[config.mk]
export PLATFORM = sky130hd
export DESIGN_NAME = ysyx_24080006_stream_fifo
export DESIGN_NICKNAME = d
export VERILOG_FILES = /design/src/rtl/ysyx_24080006_stream_fifo.sv
export SDC_FILE = /design/constraint.sdc
export NUM_CORES = 1
export LEC_CHECK = 0
export BUFFER_PORTS_ARGS = -buffer_cell sky130_fd_sc_hd__buf_2
export CORE_ASPECT_RATIO = 0.9
export CORE_MARGIN = 2
export CORE_UTILIZATION = 51
export DETAILED_ROUTE_END_ITERATION = 8
export PLACE_DENSITY = 0.75
export SYNTH_ARGS = -nofsm -noshare
export SYNTH_HDL_FRONTEND = slang
export SYNTH_SLANG_ARGS = --single-unit
[constraint.sdc]
create_clock -name clock -period 2.6 [get_ports clock]
set_clock_uncertainty 0.2 [all_clocks]
set_input_delay 0.78 -clock clock [delete_from_list [all_inputs] [get_ports clock]]
set_output_delay 0.78 -clock clock [all_outputs]
set_load 0.02 [all_outputs]
[src/rtl/ysyx_24080006_stream_fifo.sv]
// rtl/ysyx_24080006_stream_fifo.sv - valid/ready stream FIFO with optional empty bypass
module ysyx_24080006_stream_fifo #(
  parameter int DATA_WIDTH   = 32,
  parameter int FIFO_DEPTH   = 4,
  parameter int AF_LEVEL     = FIFO_DEPTH - 1,
  parameter int AE_LEVEL     = 1,
  parameter int FALL_THROUGH = 0,
  localparam int CNT_W       = $clog2(FIFO_DEPTH + 1)
) (
  input  logic                  clock,
  input  logic                  reset,
  input  logic                  flush,
  input  logic                  push_valid,
  output logic                  push_ready,
  input  logic [DATA_WIDTH-1:0] push_data,
  output logic                  pop_valid,
  input  logic                  pop_ready,
  output logic [DATA_WIDTH-1:0] pop_data,
  output logic [CNT_W-1:0]      usage,
  output logic                  almost_full,
  output logic                  almost_empty
);

  localparam int               PTR_W    = $clog2(FIFO_DEPTH);
  localparam logic [PTR_W-1:0] LAST_PTR = PTR_W'(FIFO_DEPTH - 1);
  localparam logic [CNT_W-1:0] FULL_CNT = CNT_W'(FIFO_DEPTH);

  // Storage is never cleared; validity is tracked purely by usage_q.
  logic [DATA_WIDTH-1:0] mem_q [FIFO_DEPTH];

  logic [PTR_W-1:0] wr_ptr_q, wr_ptr_d;
  logic [PTR_W-1:0] rd_ptr_q, rd_ptr_d;
  logic [CNT_W-1:0] usage_q, usage_d;

  logic empty;
  logic full;
  logic bypass_path;
  logic push_fire;
  logic pop_fire;
  logic bypass;
  logic store;
  logic take;

  // Handshake qualification; when empty with fall-through the producer is wired to the consumer.
  always_comb begin
    empty       = (usage_q == '0);
    full        = (usage_q == FULL_CNT);
    bypass_path = (FALL_THROUGH != 0) && empty;
    push_ready  = ~full & ~reset & ~flush;
    if (bypass_path) begin
      pop_valid = push_valid & ~reset & ~flush;
    end else begin
      pop_valid = ~empty & ~reset & ~flush;
    end
    pop_data  = bypass_path ? push_data : mem_q[rd_ptr_q];
    push_fire = push_valid & push_ready;
    pop_fire  = pop_valid & pop_ready;
    bypass    = bypass_path & push_fire & pop_fire;
    store     = push_fire & ~bypass;
    take      = pop_fire & ~bypass;
  end

  // Next pointers and occupancy; pointers wrap by compare so any depth works.
  always_comb begin
    wr_ptr_d = wr_ptr_q;
    rd_ptr_d = rd_ptr_q;
    usage_d  = usage_q;
    if (flush) begin
      wr_ptr_d = '0;
      rd_ptr_d = '0;
      usage_d  = '0;
    end else begin
      if (store) begin
        wr_ptr_d = (wr_ptr_q == LAST_PTR) ? '0 : wr_ptr_q + PTR_W'(1);
      end
      if (take) begin
        rd_ptr_d = (rd_ptr_q == LAST_PTR) ? '0 : rd_ptr_q + PTR_W'(1);
      end
      case ({store, take})
        2'b10:   usage_d = usage_q + CNT_W'(1);
        2'b01:   usage_d = usage_q - CNT_W'(1);
        default: usage_d = usage_q;
      endcase
    end
  end

  // Control state with synchronous reset.
  always_ff @(posedge clock) begin
    if (reset) begin
      wr_ptr_q <= '0;
      rd_ptr_q <= '0;
      usage_q  <= '0;
    end else begin
      wr_ptr_q <= wr_ptr_d;
      rd_ptr_q <= rd_ptr_d;
      usage_q  <= usage_d;
    end
  end

  // Payload storage, written only for words that do not bypass.
  always_ff @(posedge clock) begin
    if (store) begin
      mem_q[wr_ptr_q] <= push_data;
    end
  end

  // Status flags come from registered occupancy only.
  always_comb begin
    usage        = usage_q;
    almost_full  = (int'(usage_q) >= AF_LEVEL);
    almost_empty = (int'(usage_q) <= AE_LEVEL);
  end

endmodule

Word-level counts from Yosys, hierarchy flattened --
Memory sizes are Yosys's and may differ from the RTL's. A register that Yosys moved wholly into a read port is not among the register bits. Index checks and enable logic that the tools add are counted. W data, S select, Z words.
Storage, ports and cells: logic and storage cells 35, output and inout bits 39, register bits 7, ROM bits 0, bits in latches 0, input bits 37, RAM bits 128, memories kept 1
Memories:
- mem_q | words 4, width 32, read ports 1, clocked after memory_dff 1, write ports 1, RTL line 29 | logic [DATA_WIDTH-1:0] mem_q [FIFO_DEPTH];
Operators by class: eq/ne operators 5, order comparisons 2, reduce and logical (&&, ||, !) cells 3, divide/modulo/power cells 0, bitwise operators 10, shift-type cells 0, add/subtract/negate cells 4, multipliers 0, muxes and demuxes 7
Operators by type and width (count):
- $mux W2 | 4
- $and A1 B1 Y1 | 6
- $eq A2 B2 Y1 const B | 3
- $pmux W3 S2 | 1
- $add A2 B1 Y2 const B | 2
- $not A1 Y1 | 4
- $add A3 B1 Y3 const B | 1
- $eq A3 B3 Y1 const B | 1
- $ge A3 B2 Y1 const B | 1
- $le A3 B1 Y1 const B | 1
- $logic_not A3 Y1 | 1
- $sub A3 B1 Y3 const B | 1
- $eq A2 B1 Y1 const B | 1
- $mux W1 | 2
- $reduce_bool A2 Y1 | 1
- $reduce_or A2 Y1 | 1

Logic depth before layout (Yosys ltp) --
Gate-level depths: netlist (run 1).
word-level depth 7, gate-level depth with buffers 9, gate-level depth less buffers 9

Worst setup path after synthesis (run 1) --
Ideal clock, no wire load.
kind register to register, start register usage_q[0], in the netlist usage[0], end memory mem_q[0][0] (enable), arrival 2313 ps, cell stages (with the launch flop) 5, period minus slack after synthesis 2906 ps, setup slack -306 ps, path through dfxtp_1 inv_1 ha_1 a211oi_2 and3_1
On the way: cells in the longest elaborated chain, start to end 7
Ends and longest elaborated chain:
- start: declaration | RTL line 33 | logic [CNT_W-1:0] usage_q, usage_d;
- start signal: assignment | RTL line 96 | usage_q <= usage_d;
- $eq A3 B3 Y1 | RTL line 47 | full = (usage_q == FULL_CNT);
- $not A1 Y1 | RTL line 49 | push_ready = ~full & ~reset & ~flush;
- $and A1 B1 Y1 (2 in a row) | RTL line 49
- named net push_ready | RTL line 14 | output logic push_ready,
- $and A1 B1 Y1 | RTL line 56 | push_fire = push_valid & push_ready;
- $mux W1 | RTL line 102 | if (store) begin
- $mux W1 (not written as such) | RTL line 103 | mem_q[wr_ptr_q] <= push_data;
- end: declaration | RTL line 29
The timed path passes the listed nets, and every way through them passes these cells.

==> results of run 1 <==
## layer usage
| layer | global-route usage [%] | vias to the layer above | part of all wire, % |
|---|---|---|---|
| met1 | 24.0 | 1307 | 45 |
| met3 | 5.57 | 10 | 6.0 |
| li1 | - | 1170 | - |
| met2 | 28.1 | 84 | 48 |
| met5 | 0 | - | 0 |
| met4 | 7.40 | 0 | 1.1 |
## sequential cells by signal (all words and copies together) (netlist names), named ones only
name,flops
wr_ptr_q,2
rd_ptr_q,2
mem_q,128
usage,3
## power groups by stage
| stage | Sequential [uW] | Clock (uW) | Combinational [uW] |
|---|---|---|---|
| 5_1_grt | 2440 | 2430 | 207 |
| 3_5_place_dp | 2490 | 0 | 171 |
| 6_report | 2440 | 2270 | 191 |
| 3_3_place_gp | 2490 | 0 | 166 |
| 4_1_cts | 2440 | 2320 | 178 |
| 2_1_floorplan | 2490 | 0 | 81.3 |
## kinds of logic (layout without fill, tap and decap cells)
family | after synthesis | count (layout) | share of synthesized area [%]
buf+inv | 15 | 131 | 1.33
xor+xnor | 2 | 2 | 0.339
fa+ha+maj | 11 | 11 | 2.67
compound gates | 13 | 13 | 1.58
flops | 137 | 137 | 78.0
simple gates | 21 | 21 | 2.16
mux | 32 | 32 | 14.0
## what timing repair did
item | in CTS | in global routing
hold buffers | 0 | 0
setup endpoints to repair | 35 | 35
pin swaps | 1 | 1
setup buffers | 1 | 2
resized for setup | 18 | 34
cloned | 1 | 1
## cell type report
class                      count  area share (%)
tap                          126            2.37
sequential                   137            60.7
timing repair buffer          93            11.5
clock buffer                  18            6.29
multi-input combinational     79            16.4
inverter                       7           0.395
clock inverter                13            2.32
## critical path, cell delays in order, from the launching register on
cell     delay, ns
dfxtp_4       0.43
buf_16        0.18
mux4_2        0.52
buf_2         0.19
## layout by cell type, fill, tap and decap left out, drive strengths merged
master and n:
edfxtp 128, buf 92, mux4 32, clkbuf 19, ha 11, clkinv 9, dfxtp 9, inv 8
nor2 7, and3 4, a21oi 4, o21ai 4, bufinv 3, nor3 2, xor2 2, nand3 2
o31ai 2, nor2b 2, a211oi 2, or2 1, and2 1, or4 1, nand3b 1, a31oi 1
## stage by stage
stage / setup TNS [ns] / cell area [um^2] / setup WS, ns / power [uW]
after floorplan: 0 / 5170 / 0.0722 / 2570
after global placement: 0 / 5850 / 0.147 / 2650
after detailed placement: 0 / 5850 / 0.129 / 2660
after CTS: -6.10 / 6500 / -0.224 / 4940
after global routing: -7.50 / 6650 / -0.272 / 5080
final: -5.12 / 6650 / -0.207 / 4910
## worst max path at each step
stage | startpoint | end | slack (ns) | cells after the start
after floorplan | flush | pop_valid | 0.07 | 3
final | register | pop_data[9] | -0.21 | 3
after detailed placement | flush | pop_valid | 0.13 | 4
after global placement | flush | pop_valid | 0.15 | 4
after CTS | register | pop_data[3] | -0.22 | 3
after global routing | register | pop_data[9] | -0.27 | 3
==> results.json, run 1 <==
{
  "outcome": "finished, violations left",
  "violations": "setup timing",
  "pwr-share-clk_pct": 46.3,
  "worstMarginPinSlew_ns": 0.282,
  "seqCellArea_um2": 4040,
  "power_frac_seq_pct": 49.8,
  "p_switching_uw": 937,
  "grt_pass1_wl_um": 13900,
  "netlist_top_cells_count": "128 x edfxtp_1, 32 x mux4_2, 11 x ha_1, 9 x dfxtp_1",
  "drv_slew": 0,
  "yosys.area.top_type": "edfxtp_1",
  "hp-class": "in2reg",
  "endpoint_kind": "output port",
  "rr_endpoint": "usage[2]$_SDFFE_PP0P_",
  "ys_types": 25,
  "post-route-util_pct": 68.2,
  "p_leak_uw": 0.00232,
  "ys_seq_area_share_pct": 78.0,
  "netlist_instances": 231,
  "gr-total-overflow": 0,
  "post-place-cells": 437,
  "avgRoutedWirePerCell_um": 19.2,
  "avgSynthCellArea_um2": 22.3,
  "diodes": 0,
  "holdPathEnd": "mem_q[2][15]$_DFFE_PP_",
  "synthFlopType": "edfxtp_1",
  "syn-cell-area_um2": 5160,
  "routed_wl_um": 9070,
  "setup_viol": 32,
  "initial_core_util_pct": 53.0,
  "coreArea_um2": 9740,
  "port-buffer-count": 75,
  "clock_sinks": 137,
  "min_period_over_period_pct": 108,
  "die-area_um2": 10900,
  "multi_input_area_um2": 1090,
  "yosys_warnings": 0,
  "fin_cells": 473,
  "clockRootBuffer": "clkbuf_8",
  "fmax_mhz": 356,
  "fill_cells": 602,
  "slew_headroom_pct": 81.2,
  "drtIter0Drc": 84,
  "rsz0062_at_grt": "yes",
  "clock_latency_ns": 0.50,
  "dr.pass1.iters": 4,
  "fp.dieW_um": 110,
  "worstHoldStart": "push_data[15]",
  "r2r_cells": 10,
  "swShare_pct": 19.1,
  "internal_power_uw": 3970,
  "path_clk_slew_ns": 0.06,
  "startpoint_type": "register",
  "final_layout_size_suffix_gt1_share_pct": 48.7,
  "synth_nets": 279,
  "gp_congestion": 0.758,
  "ios": 76,
  "ir_drop_v": 0.000416,
  "yosys.area.top_type_share_pct": 74.5,
  "area_growth_pct": 28.8,
  "max_cap_violations": 0,
  "reg2reg_from": "usage[1]$_SDFFE_PP0P_",
  "synth-edff-count": 128,
  "die_h_um": 99.4,
  "fin_crit_ns": 2.81,
  "rows": 34,
  "nets": 383,
  "critical_path_class": "reg2out",
  "drtAntennaViolNets": 0,
  "grt_max_degree": 33,
  "grt_pass1_vias": 2597,
  "drc_errors": 0,
  "clk_path_buf_depth": 2,
  "async_reset_ff_share_pct": 0,
  "comb_power_share_pct": 3.9,
  "grt.total_usage_pct": 18.1,
  "yosys.cell_count.top_type": "edfxtp_1",
  "synth_area_leaders": "edfxtp_1 74%, mux4_2 14%, dfxtp_1 3.5%, ha_1 2.7%, inv_1 0.51%",
  "hpwl_um": 5360,
  "worstPathMaxFanout": 11,
  "h-tree-depth": 4,
  "rrSetupSlack_ns": 0.28,
  "hold_depth": 1,
  "required_ns": 1.62,
  "setup_ws_ns": -0.207,
  "cp_data_arrival_time_ns": 1.83,
  "cts_inserted_buffers": 17,
  "pwr_density_cell_nw_per_um2": 738,
  "antenna_found_initial": 0,
  "ys_ff_latch": 137,
  "vias": 2571,
  "hold_ws_ns": 0.282,
  "viasPerCell": 5.44,
  "cts_tree": "built",
  "timing_hold_violations_final": 0
}
(Power assumes the default switching activity.)
==> inputs of run 2 (changes only) <==
CORE_MARGIN = 10   (was 2)
clock period = 2.3 ns   (was 2.6 ns; I/O delays follow)
==> results.json, run 2 (synthesis results as in run 1) <==
{
  "comb_power_share_pct": 4.0,
  "worstMarginPinSlew_ns": 0.302,
  "p_switching_uw": 1120,
  "final_cell_mix": "128 x edfxtp_1, 52 x buf_2, 32 x mux4_2, 22 x buf_6, 17 x clkbuf_16",
  "worstPathCellList": "buf_12 > buf_16 > mux4_2 > buf_6",
  "path_clk_slew_ns": 0.06,
  "gr-total-overflow": 0,
  "cpPeakStageDelay_ns": 0.51,
  "internal_power_uw": 4570,
  "cts_inserted_buffers": 17,
  "worstHoldStart": "push_data[3]",
  "reg2reg_from": "usage[0]$_SDFFE_PP0P_",
  "area_growth_pct": 32.6,
  "drc_errors": 0,
  "startpoint_type": "register",
  "pwr-share-clk_pct": 47.5,
  "die-area_um2": 14500,
  "clock_latency_ns": 0.40,
  "power_frac_seq_pct": 48.5,
  "rows": 34,
  "drv_slew": 0,
  "ir_drop_v": 0.000619,
  "fp.dieW_um": 126,
  "outcome": "finished, violations left",
  "swShare_pct": 19.7,
  "setup_ws_ns": -0.301,
  "hold_ws_ns": 0.300,
  "top_register": "mem_q",
  "worstPathMaxFanout": 5,
  "grt_max_degree": 20,
  "holdBufCountCts": 0,
  "drtAntennaViolNets": 0,
  "endpoint_kind": "output port",
  "clk_path_buf_depth": 2,
  "fmax_mhz": 384,
  "largest_register_ffs": 128,
  "crit_slowest_cell": "mux4_2",
  "die_h_um": 115,
  "cp_data_arrival_time_ns": 1.71,
  "vias": 2630,
  "avgRoutedWirePerCell_um": 20.5,
  "pwr_density_cell_nw_per_um2": 832,
  "cts_tree": "built",
  "gp_congestion": 0.754,
  "final_common_cell": "edfxtp_1",
  "drtIter0Drc": 261,
  "viasPerCell": 5.47,
  "max_cap_violations": 0,
  "grt.total_usage_pct": 13.9,
  "final_layout_size_suffix_gt1_share_pct": 52.1,
  "clockRootBuffer": "clkbuf_16",
  "timing_hold_violations_final": 0,
  "antenna_found_initial": 0,
  "p_leak_uw": 0.00239,
  "fin_crit_ns": 2.60,
  "slew_headroom_pct": 79.7,
  "required_ns": 1.41,
  "hp-class": "in2reg",
  "fin_setup_tns_ns": -8.18,
  "dr.pass1.iters": 5,
  "hpwl_um": 6150,
  "rsz0062_at_grt": "yes",
  "ios": 76,
  "critical_path_class": "reg2out",
  "port-buffer-count": 75,
  "diodes": 0,
  "violations": "setup timing",
  "h-tree-depth": 4,
  "routed_wl_um": 9850,
  "min_period_over_period_pct": 113,
  "setup_viol": 33,
  "initial_core_util_pct": 52.7,
  "nets": 390,
  "grt_pass1_wl_um": 15500,
  "coreArea_um2": 9780,
  "clock_sinks": 137,
  "grt_pass1_vias": 2885
}
## run 2: per-layer routing
layer  vias up  GRT usage (%)  wire length (um)
met1      1346           17.1              4120
met4         0           3.41                65
li1       1183              -                 -
met2        94           22.6              4980
met3         7           5.84               693
met5         -              0                 0
## run 2: worst paths after layout
path                      endpoint  slack [ns]  depth (start not counted)
min reg2reg               register        0.30                          2
min          mem_q[3][3]$_DFFE_PP_        0.30                          1
max                   pop_data[26]       -0.30                          4
max reg2reg  usage[2]$_SDFFE_PP0P_        0.22                         10
## run 2: repair_timing
item,CTS,global route
endpoints found under the setup margin,35,36
buffers inserted,4,1
pin swaps,3,2
resized for setup,35,32
gates cloned,2,0
## run 2: cell type report
type	count	area, um^2
Sequential cell	137	4040
Fill cell	617	2940
Multi-Input combinational cell	79	1150
Timing Repair Buffer	100	856
Clock buffer	18	429
Clock inverter	14	173
Tap cell	126	158
Inverter	7	33.8
## run 2: power groups by stage
stage | combinational (uW) | sequential [uW] | clock (uW)
4_1_cts | 222 | 2760 | 2760
3_5_place_dp | 202 | 2810 | 0
3_3_place_gp | 196 | 2810 | 0
2_1_floorplan | 94.5 | 2810 | 0
5_1_grt | 250 | 2760 | 2880
6_report | 231 | 2760 | 2700
## run 2: per-stage QoR
stage / setup slack [ns] / total power [uW] / cells / utilization, % / area (um^2)
after floorplan: 0.00595 / 2910 / 231 / - / 5200
after global routing: -0.364 / 5890 / 481 / 69.9 / 6840
after CTS: -0.325 / 5740 / 480 / 68.8 / 6730
after global placement: -0.0259 / 3010 / 442 / 60.6 / 5930
final: -0.301 / 5690 / 481 / 69.9 / 6840
after detailed placement: -0.0667 / 3020 / 442 / 60.6 / 5930
## run 2: critical path, delay by kind of cell (launching register included)
kind                   cells  cell delay, ns
buffers and inverters      3            0.40
flip-flops                 1            0.39
multiplexers               1            0.51
==> inputs of run 3 (changes only) <==
CORE_UTILIZATION = 53   (was 51)
CTS_BUF_LIST = sky130_fd_sc_hd__clkbuf_4 sky130_fd_sc_hd__clkbuf_8   (was not set)
PLACE_DENSITY = 0.78   (was 0.75)
SETUP_SLACK_MARGIN = 0.3   (was not set)
==> results.json, run 3 (synthesis results as in run 1) <==
{
  "initial_core_util_pct": 53.9,
  "worstPathMaxFanout": 15,
  "drtIter0Drc": 243,
  "violations": "setup timing",
  "top_register": "mem_q",
  "holdBufCountCts": 0,
  "gp_congestion": 0.706,
  "crit_slowest_cell": "mux4_2",
  "final_layout_size_suffix_gt1_share_pct": 56.7,
  "power_frac_seq_pct": 56.4,
  "pre_cts_ws_ns": 0.0928,
  "rsz0062_at_grt": "yes",
  "viasPerCell": 5.51,
  "antenna_found_initial": 0,
  "grt_max_degree": 18,
  "h-tree-depth": 4,
  "post-route-util_pct": 74.6,
  "hp-class": "in2reg",
  "worst-path-buf-inv": 2,
  "die-area_um2": 14100,
  "ir_drop_v": 0.000500,
  "dpl-instance-area_um2": 5980,
  "grt_pass1_vias": 2910,
  "max_cap_violations": 0,
  "path_clk_slew_ns": 0.08,
  "avgRoutedWirePerCell_um": 22.1,
  "setup_viol": 34,
  "nets": 414,
  "worstPathCellList": "buf_12 > mux4_2 > buf_2",
  "vias": 2782,
  "fin_crit_ns": 2.59,
  "ios": 76,
  "topRoutingLayerUsed": "met4",
  "min_period_over_period_pct": 112,
  "diodes": 0,
  "pwr_density_cell_nw_per_um2": 684,
  "swShare_pct": 22.7,
  "area_growth_pct": 38.3,
  "worstMarginPinSlew_ns": 0.244,
  "post-place-cells": 439,
  "cp_data_arrival_time_ns": 1.70,
  "gr-total-overflow": 0,
  "rows": 34,
  "final_common_cell": "edfxtp_1",
  "clk_path_buf_depth": 2,
  "drtAntennaViolNets": 0,
  "hpwl_um": 6320,
  "m1WireLength_um": 4390,
  "die_h_um": 114,
  "port-buffer-count": 75,
  "fin_cells": 505,
  "final_cell_mix": "128 x edfxtp_1, 58 x buf_2, 32 x mux4_2, 23 x buf_6, 17 x clkbuf_8",
  "endpoint_kind": "output port",
  "critical_path_class": "reg2out",
  "internal_power_uw": 3780,
  "cpPeakStageDelay_ns": 0.53,
  "drv_slew": 0,
  "p_switching_uw": 1110,
  "largest_register_ffs": 128,
  "required_ns": 1.41,
  "routed_wl_um": 11100,
  "outcome": "finished, violations left",
  "fp.dieW_um": 124,
  "slew_headroom_pct": 83.6,
  "clockRootBuffer": "clkbuf_8",
  "crit_family": "multiplexers",
  "clock_latency_ns": 0.42,
  "pwr-share-clk_pct": 37.9,
  "fmax_mhz": 387,
  "clock_sinks": 137,
  "coreArea_um2": 9570,
  "comb_power_share_pct": 5.6,
  "fin_area_um2": 7140,
  "startpoint_type": "register",
  "grt.total_usage_pct": 15.2,
  "hold_ws_ns": 0.276,
  "timing_hold_violations_final": 0,
  "setup_ws_ns": -0.286,
  "cts_inserted_buffers": 17,
  "grt_pass1_wl_um": 15700,
  "dr_wl_met3_um": 920,
  "dr.pass1.iters": 5,
  "p_leak_uw": 0.00248,
  "cts_tree": "built",
  "met2_length_um": 5750,
  "drc_errors": 0
}
## run 3: cell types whose count changed in the layout (fill, tap and decap cells not counted), moves of 2 or more
cell,delta
clkbuf_8,+17
clkbuf_16,-8
buf_12,+6
buf_2,+6
and3_2,-4
and3_4,+4
buf_16,+3
clkinv_4,-3
clkinvlp_4,+3
inv_6,+3
bufinv_16,-2
nor3_1,-2
## run 3: timing repair
| item | in CTS | in global routing |
|---|---|---|
| pin swaps | 14 | 5 |
| cloned | 5 | 9 |
| setup endpoints to repair | 103 | 168 |
| resized for setup | 43 | 25 |
| setup buffers | 12 | 8 |
## run 3: routing by layer
layer | GRT usage (%) | vias up
li1 | - | 1241
met1 | 18.3 | 1422
met2 | 24.9 | 109
met3 | 6.18 | 10
met4 | 3.99 | 0
met5 | 0 | -
## run 3: layout make-up
class | count | area [um^2]
clock buffers | 18 | 241
flip-flops and latches | 137 | 4040
well taps | 126 | 158
clock inverters | 14 | 138
multi-input cells | 79 | 1210
inverters | 7 | 36.3
repair buffers | 124 | 1320
fillers | 564 | 2430
## run 3: worst paths after layout
kind	from	endpoint	slack, ns	depth (start not counted)
max reg2reg	usage[1]$_SDFFE_PP0P_	mem_q[0][24]$_DFFE_PP_	0.20	8
max	register	pop_data[10]	-0.29	3
min reg2reg	rd_ptr_q[1]$_SDFFE_PP0N_	register	0.33	2
min	push_data[7]	mem_q[1][7]$_DFFE_PP_	0.28	1
## run 3: power by group through the flow
stage	logic [uW]	registers [uW]	clock network [uW]
floorplan	103	2810	0
global placement	201	2810	0
detailed placement	209	2810	0
CTS	240	2760	1880
global route	295	2760	2000
finish	276	2760	1850
## run 3: per-stage QoR
step / power, uW / TNS, ns
final: 4880 / -7.93
after global routing: 5050 / -11.13
after CTS: 4870 / -9.06
after detailed placement: 3020 / 0
after global placement: 3010 / 0
after floorplan: 2920 / 0
## run 3: worst reg2reg max path, cell delays in order (launching register included)
cell,delay (ns)
dfxtp_4,0.39
inv_6,0.05
ha_4,0.16
a211oi_4,0.25
buf_4,0.17
buf_6,0.10
and3_4,0.22
buf_6,0.13
clkbuf_16,0.15
